## config.mk

```make
export PLATFORM = sky130hd
export DESIGN_NAME = hs_dpath_pipe_ctrl_flat
export DESIGN_NICKNAME = d
export VERILOG_FILES = /design/src/rtl/hs_dpath_pipe_ctrl_pkg.sv /design/src/rtl/hs_dpath_pipe_ctrl_if.sv /design/src/rtl/hs_dpath_sfr_ce_sclr.sv /design/src/rtl/hs_dpath_pipe_ctrl.sv /design/src/flat_wrapper.sv
export SDC_FILE = /design/constraint.sdc
export NUM_CORES = 1
export LEC_CHECK = 0
export CAP_MARGIN = 15
export CORE_MARGIN = 4
export CORE_UTILIZATION = 40
export DETAILED_ROUTE_END_ITERATION = 6
export MAX_ROUTING_LAYER = met4
export PLACE_DENSITY = 0.68
export SYNTH_ARGS = -nofsm -noshare
export SYNTH_HDL_FRONTEND = slang
export SYNTH_HIERARCHICAL = 1
export SYNTH_SLANG_ARGS = --single-unit
```

## constraint.sdc

```tcl
create_clock -name clk -period 4.36 [get_ports clk]
set_input_delay 1.09 -clock clk [delete_from_list [all_inputs] [get_ports clk]]
set_output_delay 1.09 -clock clk [all_outputs]
set_load 0.03 [all_outputs]
```

## src/rtl/hs_dpath_pipe_ctrl_pkg.sv

```systemverilog
// Shared types for the clock-enable pipeline flow-control sequencer.
// Holds the controller state encoding and the occupancy width helper.
package hs_dpath_pipe_ctrl_pkg;

   typedef enum logic [1:0] {
      RUN   = 2'd0,
      DRAIN = 2'd1,
      HALT  = 2'd2,
      FLUSH = 2'd3
   } state_e;

   // Occupancy must be able to represent 0..latency inclusive.
   function automatic int cnt_width(input int latency);
      return $clog2(latency + 1);
   endfunction

endpackage

```

## src/rtl/hs_dpath_pipe_ctrl_if.sv

```systemverilog
// Handshake, pipeline-control and status bundle for hs_dpath_pipe_ctrl.
// The master side is the controller; the slave side is the surrounding system.
interface hs_dpath_pipe_ctrl_if #(
   parameter int LATENCY = 4
);
   import hs_dpath_pipe_ctrl_pkg::*;

   localparam int CNT_W = cnt_width(LATENCY);

   logic             s_valid;
   logic             s_ready;
   logic             m_valid;
   logic             m_ready;
   logic             flush;
   logic             drain_req;
   logic             pipe_ce;
   logic             pipe_sclr;
   logic [CNT_W-1:0] occupancy;
   logic             halted;
   logic             flush_done;

   modport master (
      input  s_valid, m_ready, flush, drain_req,
      output s_ready, m_valid, pipe_ce, pipe_sclr, occupancy, halted, flush_done
   );

   modport slave (
      output s_valid, m_ready, flush, drain_req,
      input  s_ready, m_valid, pipe_ce, pipe_sclr, occupancy, halted, flush_done
   );

endinterface

```

## src/rtl/hs_dpath_sfr_ce_sclr.sv

```systemverilog
// Fixed-latency shift register with clock enable and synchronous clear.
// Clear wins over enable so a flush empties the chain even while it is frozen.
module hs_dpath_sfr_ce_sclr #(
   parameter type      DATA_TYPE   = logic,
   parameter DATA_TYPE RESET_VALUE = DATA_TYPE'(0),
   parameter int       LATENCY     = 4
) (
   input  logic     clk,
   input  logic     aresetn,
   input  logic     ce,
   input  logic     sclr,
   input  DATA_TYPE din,
   output DATA_TYPE dout
);

   genvar gi;
   generate
      for (gi = 0; gi < LATENCY; gi++) begin : g_stage
         DATA_TYPE d;
         DATA_TYPE q_reg;

         if (gi == 0) begin : g_head
            assign d = din;
         end else begin : g_link
            assign d = g_stage[gi-1].q_reg;
         end

         always_ff @(posedge clk or negedge aresetn) begin
            if (!aresetn) begin
               q_reg <= RESET_VALUE;
            end else if (sclr) begin
               q_reg <= RESET_VALUE;
            end else if (ce) begin
               q_reg <= d;
            end
         end
      end
   endgenerate

   assign dout = g_stage[LATENCY-1].q_reg;

endmodule

```

## src/rtl/hs_dpath_pipe_ctrl.sv

```systemverilog
// Flow-control sequencer for a clock-enable pipeline: derives ce/sclr from the
// two handshakes, tracks occupancy and sequences drain and flush.
module hs_dpath_pipe_ctrl
   import hs_dpath_pipe_ctrl_pkg::*;
#(
   parameter int LATENCY = 4
) (
   input  logic                 clk,
   input  logic                 areset,
   hs_dpath_pipe_ctrl_if.master bus
);

   localparam int CNT_W = cnt_width(LATENCY);

   state_e           state_reg, state_next;
   logic [CNT_W-1:0] occ_reg, occ_next;
   logic             vld_last;
   logic             aresetn;
   logic             pipe_ce, pipe_sclr, s_ready, m_valid;
   logic             accept, emit;

   assign aresetn = !areset;

   // Combinational controls are held low while reset is asserted so the
   // datapath never sees an enable before the first clean cycle.
   always_comb begin
      pipe_sclr = !areset && (state_reg == FLUSH);
      pipe_ce   = !areset && (state_reg != FLUSH) && !(vld_last && !bus.m_ready);
      s_ready   = (state_reg == RUN) && pipe_ce && !bus.flush;
      m_valid   = vld_last && (state_reg != FLUSH);
      accept    = bus.s_valid && s_ready;
      emit      = m_valid && bus.m_ready;
   end

   hs_dpath_sfr_ce_sclr #(
      .DATA_TYPE   (logic),
      .RESET_VALUE (1'b0),
      .LATENCY     (LATENCY)
   ) u_vld_chain (
      .clk     (clk),
      .aresetn (aresetn),
      .ce      (pipe_ce),
      .sclr    (pipe_sclr),
      .din     (accept),
      .dout    (vld_last)
   );

   always_comb begin
      occ_next = occ_reg;
      if (state_reg == FLUSH) begin
         occ_next = '0;
      end else if (accept && !emit) begin
         occ_next = occ_reg + CNT_W'(1);
      end else if (emit && !accept) begin
         occ_next = occ_reg - CNT_W'(1);
      end
   end

   always_comb begin
      state_next = state_reg;
      unique case (state_reg)
         RUN: begin
            if (bus.flush)          state_next = FLUSH;
            else if (bus.drain_req) state_next = DRAIN;
         end
         DRAIN: begin
            // Input is blocked here, so an emit is the only way occupancy moves.
            if (bus.flush)                                     state_next = FLUSH;
            else if (bus.drain_req && occ_reg == CNT_W'(emit)) state_next = HALT;
            else if (!bus.drain_req)                           state_next = RUN;
         end
         HALT: begin
            if (bus.flush)          state_next = FLUSH;
            else if (!bus.drain_req) state_next = RUN;
         end
         FLUSH: begin
            if (bus.flush)          state_next = FLUSH;
            else if (bus.drain_req) state_next = HALT;
            else                    state_next = RUN;
         end
         default: state_next = RUN;
      endcase
   end

   always_ff @(posedge clk or posedge areset) begin
      if (areset) begin
         state_reg <= RUN;
         occ_reg   <= '0;
      end else begin
         state_reg <= state_next;
         occ_reg   <= occ_next;
      end
   end

   assign bus.s_ready    = s_ready;
   assign bus.m_valid    = m_valid;
   assign bus.pipe_ce    = pipe_ce;
   assign bus.pipe_sclr  = pipe_sclr;
   assign bus.occupancy  = occ_reg;
   assign bus.halted     = (state_reg == HALT);
   assign bus.flush_done = (state_reg == FLUSH);

   a_occ_max: assert property (@(posedge clk) disable iff (areset)
      occ_reg <= CNT_W'(LATENCY));
   a_occ_underflow: assert property (@(posedge clk) disable iff (areset)
      !(emit && !accept && occ_reg == '0));

endmodule

```

## src/flat_wrapper.sv

```systemverilog
// flat-port wrapper written by rule: the top's interface ports become plain ports
module hs_dpath_pipe_ctrl_flat import hs_dpath_pipe_ctrl_pkg::*;
#(
   parameter int LATENCY = 4
)
  (clk, areset, bus_s_valid, bus_m_ready, bus_flush, bus_drain_req, bus_s_ready, bus_m_valid, bus_pipe_ce, bus_pipe_sclr, bus_occupancy, bus_halted, bus_flush_done);
  hs_dpath_pipe_ctrl_if #(.LATENCY(LATENCY)) bus_i ();
  input  logic clk;
  input  logic areset;
  input wire logic [$bits(bus_i.s_valid)-1:0] bus_s_valid;
  input wire logic [$bits(bus_i.m_ready)-1:0] bus_m_ready;
  input wire logic [$bits(bus_i.flush)-1:0] bus_flush;
  input wire logic [$bits(bus_i.drain_req)-1:0] bus_drain_req;
  output wire logic [$bits(bus_i.s_ready)-1:0] bus_s_ready;
  output wire logic [$bits(bus_i.m_valid)-1:0] bus_m_valid;
  output wire logic [$bits(bus_i.pipe_ce)-1:0] bus_pipe_ce;
  output wire logic [$bits(bus_i.pipe_sclr)-1:0] bus_pipe_sclr;
  output wire logic [$bits(bus_i.occupancy)-1:0] bus_occupancy;
  output wire logic [$bits(bus_i.halted)-1:0] bus_halted;
  output wire logic [$bits(bus_i.flush_done)-1:0] bus_flush_done;
  assign bus_i.s_valid = bus_s_valid;
  assign bus_i.m_ready = bus_m_ready;
  assign bus_i.flush = bus_flush;
  assign bus_i.drain_req = bus_drain_req;
  assign bus_s_ready = bus_i.s_ready;
  assign bus_m_valid = bus_i.m_valid;
  assign bus_pipe_ce = bus_i.pipe_ce;
  assign bus_pipe_sclr = bus_i.pipe_sclr;
  assign bus_occupancy = bus_i.occupancy;
  assign bus_halted = bus_i.halted;
  assign bus_flush_done = bus_i.flush_done;
  hs_dpath_pipe_ctrl #(.LATENCY(LATENCY)) u_core (.clk(clk), .areset(areset), .bus(bus_i));
endmodule
```

==> results of run 1 <==
-- cells by family (layout without fill, tap and decap cells) --
group,after synthesis,count (layout)
AOI/OAI and AO/OA,8,8
xor gates and xnor gates,1,1
adders and majority gates,1,1
buffers and inverters,8,26
DFF,9,9
muxes,6,6
and+or+nand+nor,25,25
-- worst max-delay path by stage --
stage,start,to,slack (ns),cells past startpoint
detailed placement,bus_m_ready,bus_pipe_ce,0.52,4
floorplan,areset,bus_s_ready,1.54,2
global route,bus_m_ready,bus_pipe_ce,0.40,4
CTS,bus_m_ready,bus_pipe_ce,0.50,4
finish,bus_m_ready,bus_pipe_ce,0.50,4
global placement,bus_m_ready,bus_pipe_ce,0.50,4
-- worst max-delay path, delay by kind of cell --
family | cells | cell delay, ns
AND/OR/NAND/NOR | 2 | 0.44
buffers and inverters | 2 | 1.24
-- synthesized netlist by cell type, types with 2 or more instances --
master,count
mux2i_1,6
nand2_1,2
nor2_1,9
dfrtp_1,9
inv_1,5
a21oi_1,3
nor3_2,2
-- routing by layer --
metal / up-vias / GRT usage [%] / part of all wire [%]
met5: - / - / 0
met4: 0 / 5.263 / 2.1
met3: 4 / 8.367 / 8.6
met2: 15 / 18.64 / 42
met1: 201 / 17.53 / 47
li1: 234 / - / -
-- metrics by stage --
stage | utilization, % | cell area (um^2) | hold WS (ns)
after detailed placement | 55.19 | 718.2 | 0.5199
after global placement | 55.19 | 718.2 | 0.5099
after floorplan | - | 556.8 | 0.4859
after global routing | 57.31 | 745.7 | 0.5654
final | 57.31 | 745.7 | 0.5309
after CTS | 57.31 | 745.7 | 0.5352
-- cell type report --
type	instances	area [um^2]	area share (%)
inverter	7	30.03	4.027
sequential	9	225.2	30.20
tap	15	18.77	2.517
timing repair buffer	15	147.6	19.80
multi-input combinational	41	296.5	39.77
clock buffer	3	22.52	3.020
clock inverter	1	5.005	0.6711
-- cells in the final DEF, fill, tap and decap left out, drive strengths merged, types with 2 or more instances in the layout --
master | Yosys | final
inv | 6 | 6
dfrtp | 9 | 9
and3 | 3 | 3
clkbuf | 1 | 3
clkdlybuf4s50 | 0 | 14
nor3 | 3 | 3
o21ai | 2 | 2
nand2 | 3 | 3
a21oi | 3 | 3
nand4 | 2 | 2
nor2 | 9 | 9
mux2i | 6 | 6
clkinv | 1 | 2
-- power by group through the flow --
stage	registers, mW	logic [mW]	clock network [mW]
2_1_floorplan	0.0996	0.0351	0
3_3_place_gp	0.0956	0.0632	0
3_5_place_dp	0.0955	0.0637	0
4_1_cts	0.0939	0.0640	0.0687
5_1_grt	0.0950	0.0690	0.0735
6_report	0.0938	0.0634	0.0662
==> key figures, run 1 <==
Run status
  – Status: finished clean

CTS
  – CTS tree: done
  – CTS buffer count: 3
  – Clk slew on worst S/H paths: ~0.06 ns
  – Sink Count: 9
  – Post-CTS Hold Fix Bufs: 0
  – H-tree levels: 1
  – CTS root buffer: clkbuf_4
  – Clock latency on the worst-skew pair: 0.27 ns
  – Postcts setup bufs: 0
  – # resized after CTS: 0
  – Clock buffer depth: 2

STA
  – Max Fclk: approximately 260 MHz
  – Period utilisation layout: 88.64%
  – Slew margin rel.: roughly 79%
  – Post-route clock skew: just under 0.0005 ns
  – RSZ-0062 raised after global routing: false
  – Final setup viols: 0
  – Worst-Margin Slew: about 0.32 ns
  – Final Slew Violations: 0
  – Final WS setup: ~0.50 ns
  – Crit path time final: approximately 3.9 ns
  – TNS Setup: 0 ns
  – Fin. Hold Viols: 0

Synth
  – EDFF count, synth: 0
  – Post-synthesis compound-gate area fraction: a little under 9%
  – Syn_nets: between 60 and 70
  – Post-Synth Adder-Cell Area: approximately 3.6%
  – Count of cell types in the netlist: 29
  – Largest family of logic cells by synthesized area: simple AND/OR/NAND/NOR gates
  – Register area share after synthesis: between 40 and 50%
  – Cells after Synth: 58
  – Syn avg cell area: 9.600 um^2
  – Top_reg_cell synth: dfrtp_1
  – Largest cells by area after synthesis: dfrtp_1 40%, mux2i_1 11%, nor2_1 6.1%, fa_1 3.6%, nor3_2 3.6%
  – Fraction of registers with async set/reset: 100.0%
  – Synth Area in Simple Gates: about 29%
  – Synth Cell Area: about 560 um^2
  – Fraction of synthesized cell area in xor and xnor cells: about 1.6%
  – Multiplexer share of the synthesized area: around 11%
  – Register bit total from synthesis: 9
  – Area leader, netlist: dfrtp_1
  – Synth top area share: just over 40%
  – Ys Warns: 6

Critical path
  – Setup CP Type: in -> out
  – Max FO, Critical Path: 5
  – CP max stage delay: 0.70 ns
  – Worst R2R Path Depth: 7
  – Crit. End Element: primary output
  – Crit start category: input pin
  – Worst R2R End: u_core/bus.occupancy[2]
  – Worst Path Required: around 3.3 ns
  – Data arrival, critical path: 2.77 ns
  – Critical path, cell by cell: clkdlybuf4s50_1 > nand2b_1 > and3_2 > clkdlybuf4s50_1
  – R2r startpoint: u_core/state_reg[0]
  – Flop2flop setup slack: roughly 2.5 ns
  – Slowest CP cell: clkdlybuf4s50_1
  – CP dominant cell by count: clkdlybuf4s50_1

Power
  – Final Power: between 0.2 and 0.25 mW
  – Share of power burned in registers: a little over two fifths
  – Comb power frac: roughly 28%
  – Sw Pwr: 0.07350 mW
  – Sw frac: ~33%
  – PD cells: 299.6 nW/um^2
  – Internal power: around 0.15 mW
  – Peak VDD IR: 0.1875 mV
  – Clk pwr share: between 20% and 30%
  – Lkg Pwr: 0.3363 nW

Floorplanning
  – Starting Density: between 40% and 50%
  – Total die area: 2053 um^2
  – Die Span Y: ~45 um
  – Core Rows: 13
  – Ports: 15
  – Core area: about 1300 um^2
  – Die Wd: between 40 and 50 um

Detailed routing
  – Vias per inst: around 5.0
  – WL per Instance: 12.20 um
  – DRT Pass-1 Iters: 3
  – Wirelength, routed: roughly 1100 um
  – Initial DRC Count: 8
  – Vias post-DR: 454
  – DR DRC count: 0
  – Post-route ant nets: 0

Layout
  – Fraction of layout cells with a size suffix above 1: 19.74%
  – Fillers: between 100 and 150
  – Post-route insts no fill: 91
  – N_diodes: 0
  – Area Growth Syn to Fin: 33.93%
  – Final Net Count: 84

Placement
  – Routability Congestion: approximately 0.77
  – Post-DP HPWL: 867.3 um
  – Placed Instances: between 80 and 90
  – Port Buffers: 14
  – DP Worst Slack: a little over 0.5 ns

GRT
  – GR Overflow Total: 0
  – Initial antenna violation count: 0
  – Number of global-route vias before repair: 454
  – Largest net degree at the start of global routing: 9
  – Global-route wire length before repair: approximately 1900 um
  – Total track usage: between 10% and 20%

Worst hold path
  – Hold Path Class: reg -> reg
  – Hold Path Stages: 2
  – Worst Hold End: u_core/u_vld_chain/dout
  – Beginning of the worst hold path: u_core/u_vld_chain/g_stage[2].q_reg

Job
  – Max cap viols: 0
Note: power is estimated with default switching activity, not from simulation.
==> run 2: changes to the inputs <==
--- a/config.mk
+++ b/config.mk
@@ -10,7 +10,7 @@
 export CORE_UTILIZATION = 40
 export DETAILED_ROUTE_END_ITERATION = 6
 export MAX_ROUTING_LAYER = met4
-export PLACE_DENSITY = 0.68
+export PLACE_DENSITY = 0.71
 export SYNTH_ARGS = -nofsm -noshare
 export SYNTH_HDL_FRONTEND = slang
 export SYNTH_HIERARCHICAL = 1
==> constraint.sdc (replaced) <==
create_clock -name clk -period 3.5 [get_ports clk]
set_input_delay 0.875 -clock clk [delete_from_list [all_inputs] [get_ports clk]]
set_output_delay 0.875 -clock clk [all_outputs]
set_load 0.03 [all_outputs]
==> run 2 against run 1 <==
Compared with the run above:
- critical path depth unchanged
- combinational power grew 26%
- routed wire length fell by 2.6%
- register-to-register slack got worse by 0.89 ns
- count of clock-buffer cells in the layout is the same
- utilization increased by 0.96 points
- first-iteration DRC count decreased by 100%
- hold slack gained 0.0029 ns
- non-clock buffer count is 2 higher
- global-route usage shrank 0.30 points
==> key figures, run 2 (same netlist as run 1, synthesis figures left out) <==
Floorplanning
  – Ports: 15 (unchanged)
  – Die Wd: 45.31 um (unchanged)
  – Core Rows: 13 (unchanged)
  – Starting Density: 42.79% (unchanged)
  – Total die area: 2053 um^2 (unchanged)
  – Die Span Y: 45.31 um (unchanged)
  – Core area: 1301 um^2 (unchanged)

Layout
  – Commonest non-fill, non-tap cells in the layout: 13 x clkdlybuf4s50_1, 9 x nor2_1, 9 x dfrtp_1
  – Final Net Count: 86 (+2.4%)
  – Fraction of layout cells with a size suffix above 1: 23.08% (+3.3 points)
  – Area Growth Syn to Fin: 36.18%
  – N_diodes: 0 (unchanged)
  – Commonest non-fill, non-tap cell in the layout: clkdlybuf4s50_1

GRT
  – Total track usage: 13.84% (-0.30 points)
  – Global-route wire length before repair: 1938 um (+0.31%)
  – Initial antenna violation count: 0 (unchanged)
  – Number of global-route vias before repair: 477 (+5.1%)
  – GR Overflow Total: 0 (unchanged)
  – Largest net degree at the start of global routing: 12 (+3)

Detailed routing
  – DR DRC count: 0 (unchanged)
  – Wirelength, routed: 1081 um (-2.6%)
  – Post-route ant nets: 0 (unchanged)
  – Initial DRC Count: 0 (-8)
  – WL per Instance: 11.62 um (-4.7%)
  – Vias per inst: 5.011 (+0.44%)
  – DRT Pass-1 Iters: 1 (-2)
  – Vias post-DR: 466 (+2.6%)

STA
  – Period utilisation layout: between 90% and 100%
  – Crit path time final: between 3 and 4 ns
  – Final Slew Violations: 0 (unchanged)
  – Post-route clock skew: 0.001234 ns (+0.0007457 ns)
  – Worst-Margin Slew: 0.3095 ns (-0.01170 ns)
  – Slew margin rel.: 79.30% (+0.78 points)
  – Max Fclk: 309.0 MHz
  – TNS Setup: 0 ns (unchanged)
  – RSZ-0062 raised after global routing: false
  – Fin. Hold Viols: 0 (unchanged)
  – Final setup viols: 0 (unchanged)

Power
  – PD cells: 363.3 nW/um^2 (+21%)
  – Peak VDD IR: 0.2507 mV (+34%)
  – Clk pwr share: 28.4% (-1.2 points)
  – Sw Pwr: 0.08758 mW (+19%)
  – Share of power burned in registers: 42.5% (+0.5 points)
  – Sw frac: 31.80% (-1.1 points)
  – Internal power: 0.1879 mW (+25%)
  – Lkg Pwr: 0.3476 nW (+3.4%)
  – Comb power frac: 29.1% (+0.7 points)
  – Final Power: 0.2754 mW (+23%)

Critical path
  – CP top delay family: buffers and inverters
  – Crit. End Element: primary output
  – CP dominant cell by count: clkdlybuf4s50_1
  – Data arrival, critical path: 2.36 ns (-0.41 ns)
  – Critical Path Stages: 4 (unchanged)
  – Critical path, cell by cell: clkdlybuf4s50_1 > nor3_2 > and3_1 > clkdlybuf4s50_1
  – Slowest CP cell: clkdlybuf4s50_1
  – CP max stage delay: 0.66 ns (-0.04 ns)
  – R2r startpoint: u_core/state_reg[0]
  – Worst Path Required: 2.62 ns (-0.65 ns)
  – Worst R2R End: u_core/bus.occupancy[2]
  – Flop2flop setup slack: 1.57 ns (-0.89 ns)
  – Setup CP Type: in -> out
  – Worst R2R Path Depth: 7 (unchanged)
  – Crit start category: input pin
  – Max FO, Critical Path: 4 (-1)
  – WP buf/inv: 2 (unchanged)

Job
  – Max cap viols: 0 (unchanged)

CTS
  – # resized after CTS: 0 (unchanged)
  – H-tree levels: 1 (unchanged)
  – Clock latency on the worst-skew pair: 0.26 ns (about the same)
  – Clk slew on worst S/H paths: 0.06 ns (about the same)
  – Sink Count: 9 (unchanged)
  – CTS buffer count: 3 (unchanged)
  – Post-CTS Hold Fix Bufs: 0 (unchanged)
  – CTS tree: done
  – Postcts setup bufs: 0 (unchanged)
  – CTS root buffer: clkbuf_4
  – Clock buffer depth: 2 (unchanged)

Worst hold path
  – Hold Path Stages: 2 (unchanged)
  – Worst Hold End: u_core/u_vld_chain/g_stage[1].q_reg
  – Beginning of the worst hold path: u_core/u_vld_chain/g_stage[1].q_reg
  – Hold Path Class: reg -> reg

Placement
  – Post-DP HPWL: 878.4 um (+1.3%)
  – Port Buffers: 14 (unchanged)
  – Routability Congestion: 0.7847 (+1.7%)

Run status
  – Status: finished clean
## run 2: cell count changes in the layout (fill, tap and decap cells not counted)
cell	before	now
buf_4	1	4
clkdlybuf4s50_1	14	13
## run 2: cell type report
| type | instances | area [um^2] |
|---|---|---|
| fillers | 134 | 543.0 |
| multi-input cells | 41 | 296.5 |
| flip-flops and latches | 9 | 225.2 |
| repair buffers | 17 | 160.2 |
| inverters | 7 | 30.03 |
| clock buffers | 3 | 22.52 |
| well taps | 15 | 18.77 |
| clock inverters | 1 | 5.005 |
## run 2: how the worst max path moves through the flow
stage | from | end | slack (ns)
after floorplan | areset | bus_s_ready | 1.11
after global placement | bus_m_ready | bus_s_ready | 0.28
after detailed placement | bus_flush | bus_s_ready | 0.27
after CTS | bus_flush | bus_s_ready | 0.26
after global routing | bus_flush | bus_s_ready | 0.21
final | bus_flush | bus_s_ready | 0.26
## run 2: worst min-delay path, stage by stage (launching register included)
cell	delay, ns
dfrtp_1	0.34
mux2i_1	0.07
nor2_1	0.08
## run 2: power by group through the flow
stage                     Sequential (mW)  Combinational [mW]  Clock, mW
after detailed placement            0.119              0.0806          0
after global placement              0.119              0.0805          0
after CTS                           0.117              0.0810     0.0830
after global routing                0.119              0.0864     0.0915
final                               0.117              0.0802     0.0781
after floorplan                     0.124              0.0438          0
## run 2: per-layer routing
metal / share of wire [%] / vias to the layer above / GRT usage, %
met5: 0 / - / -
met4: 0.37 / 0 / 3.509
met3: 7.5 / 2 / 7.171
met2: 43 / 14 / 18.93
met1: 49 / 210 / 17.85
li1: - / 240 / -
## run 2: metrics by stage
stage	hold WS (ns)	util (%)	setup slack (ns)	cell area, um^2	cells
6_report	0.5339	58.27	0.2633	758.2	93
5_1_grt	0.5697	58.27	0.2093	758.2	93
4_1_cts	0.5362	58.27	0.2612	758.2	93
3_5_place_dp	0.5211	56.15	0.2658	730.7	89
3_3_place_gp	0.5047	56.15	0.2795	730.7	89
2_1_floorplan	0.4859	-	1.112	556.8	58
==> run 3: changes to the inputs <==
--- a/config.mk
+++ b/config.mk
@@ -6,7 +6,7 @@
 export NUM_CORES = 1
 export LEC_CHECK = 0
 export CAP_MARGIN = 15
-export CORE_MARGIN = 4
+export CORE_MARGIN = 1
 export CORE_UTILIZATION = 40
 export DETAILED_ROUTE_END_ITERATION = 6
 export MAX_ROUTING_LAYER = met4
==> run 3 against run 2 <==
Compared with the run above:
- power grew 2.4%
- utilization shrank 0.096 points
- combinational power grew 0.5%
- clock skew grew 0.0049 ns
- worst setup slack gained 0.016 ns
- critical path depth is the same
- sequential cell count is the same
- sequential share of layout area is essentially flat
- count of clock-buffer cells in the layout grew 1
- first-iteration DRC count grew 7
- routed wire length grew 8.7%
- clock power grew 8.1%
==> key figures, run 3 (same netlist as run 1, synthesis figures left out) <==
Detailed routing
  – Initial DRC Count: 7 (+7)
  – WL per Instance: 12.63 um (+8.7%)
  – Wirelength, routed: 1175 um (+8.7%)
  – Vias post-DR: 504 (+8.2%)
  – DRT Pass-1 Iters: 4 (+3)
  – Post-route ant nets: 0 (unchanged)
  – Vias per inst: 5.419 (+8.2%)
  – DR DRC count: 0 (unchanged)

CTS
  – Post-CTS Hold Fix Bufs: 0 (unchanged)
  – Clk slew on worst S/H paths: 0.07 ns (about the same)
  – H-tree levels: 1 (unchanged)
  – CTS buffer count: 3 (unchanged)
  – Postcts setup bufs: 0 (unchanged)
  – CTS root buffer: clkbuf_4
  – Sink Count: 9 (unchanged)
  – CTS tree: done
  – Clock latency on the worst-skew pair: 0.26 ns (about the same)
  – # resized after CTS: 0 (unchanged)
  – Clock buffer depth: 2 (unchanged)

GRT
  – Largest net degree at the start of global routing: 12 (unchanged)
  – Total track usage: 19.39% (+5.5 points)
  – Number of global-route vias before repair: 474 (-0.63%)
  – GR Overflow Total: 0 (unchanged)
  – Global-route wire length before repair: 1897 um (-2.1%)
  – Initial antenna violation count: 0 (unchanged)

STA
  – Period utilisation layout: 92.02% (-0.46 points)
  – Crit path time final: 3.221 ns (-0.01613 ns)
  – Fin. Hold Viols: 0 (unchanged)
  – TNS Setup: 0 ns (unchanged)
  – Final Slew Violations: 0 (unchanged)
  – RSZ-0062 raised after global routing: false
  – Worst-Margin Slew: 0.3217 ns (+0.01218 ns)
  – Post-route clock skew: 0.006093 ns (+0.004859 ns)
  – Slew margin rel.: 78.49% (-0.81 points)
  – Final setup viols: 0 (unchanged)
  – Max Fclk: 310.5 MHz (+0.50%)

Power
  – PD cells: 372.8 nW/um^2 (+2.6%)
  – Final Power: 0.2822 mW (+2.4%)
  – Lkg Pwr: 0.3449 nW (-0.79%)
  – Peak VDD IR: 0.2469 mV (-1.5%)

Layout
  – Final Net Count: 86 (unchanged)
  – Area Growth Syn to Fin: 35.96%
  – Fraction of layout cells with a size suffix above 1: 21.79% (-1.3 points)
  – N_diodes: 0 (unchanged)
  – Commonest non-fill, non-tap cell in the layout: clkdlybuf4s50_1
  – Commonest non-fill, non-tap cells in the layout: 13 x clkdlybuf4s50_1, 9 x nor2_1, 9 x dfrtp_1

Critical path
  – Worst Path Required: 2.62 ns (about the same)
  – Data arrival, critical path: 2.35 ns (about the same)
  – Crit start category: input pin
  – Flop2flop setup slack: 1.56 ns (about the same)
  – Crit. End Element: primary output
  – Setup CP Type: in -> out
  – Max FO, Critical Path: 4 (unchanged)

Placement
  – Post-DP HPWL: 926.9 um (+5.5%)
  – Port Buffers: 14 (unchanged)
  – Routability Congestion: 0.7469 (-4.8%)

Floorplanning
  – Core area: 1301 um^2 (unchanged)
  – Die Span Y: 39.31 um (-13%)
  – Core Rows: 13 (unchanged)
  – Starting Density: 42.79% (unchanged)
  – Total die area: 1545 um^2 (-25%)
  – Ports: 15 (unchanged)
  – Die Wd: 39.31 um (-13%)

Job
  – Max cap viols: 0 (unchanged)

Run status
  – Status: finished clean

Worst hold path
  – Hold Path Class: reg -> reg
-- run 3: cell type report --
type / instances / area, um^2
tap: 15 / 18.77
inverter: 7 / 30.03
timing repair buffer: 17 / 160.2
clock buffer: 4 / 26.28
sequential: 9 / 225.2
fill: 136 / 544.3
multi-input combinational: 41 / 296.5
-- run 3: metal layers --
metal / routed length (um) / global-route usage, %
met5: 0 / -
met4: 0 / 7.759
met3: 63 / 5.114
met2: 574 / 31.25
met1: 536 / 22.97
-- run 3: final timing paths --
path                            cells after the start                                 from                       to
worst min register to register                      2  u_core/u_vld_chain/g_stage[2].q_reg  u_core/u_vld_chain/dout
min in group asynchronous                           3                               areset      u_core/state_reg[1]
worst max-delay path                                4                            bus_flush              bus_s_ready
max in group asynchronous                           3                               areset  u_core/bus.occupancy[1]
worst max register to register                      7                  u_core/state_reg[0]  u_core/bus.occupancy[2]
worst min-delay path                                2  u_core/u_vld_chain/g_stage[2].q_reg  u_core/u_vld_chain/dout
-- run 3: per-stage QoR --
step	instances	hold slack, ns	util (%)	setup WS (ns)	area, um^2
detailed placement	89	0.5155	56.15	0.2787	730.7
global placement	89	0.5050	56.15	0.2820	730.7
finish	93	0.5367	58.17	0.2794	757.0
CTS	93	0.5410	58.17	0.2752	757.0
global route	93	0.5678	58.17	0.1997	757.0
floorplan	58	0.4859	-	1.112	556.8
-- run 3: power breakdown --
part / switching, mW / internal, mW / leakage (nW)
clock: 0.0404 / 0.0440 / 0.0150
combinational: 0.0446 / 0.0360 / 0.211
sequential: 0.00735 / 0.110 / 0.119
total: 0.0923 / 0.190 / 0.345
-- run 3: critical path: stages --
cell	delay (ns)
clkdlybuf4s50_1	0.46
nor3_2	0.17
and3_1	0.17
clkdlybuf4s50_1	0.66
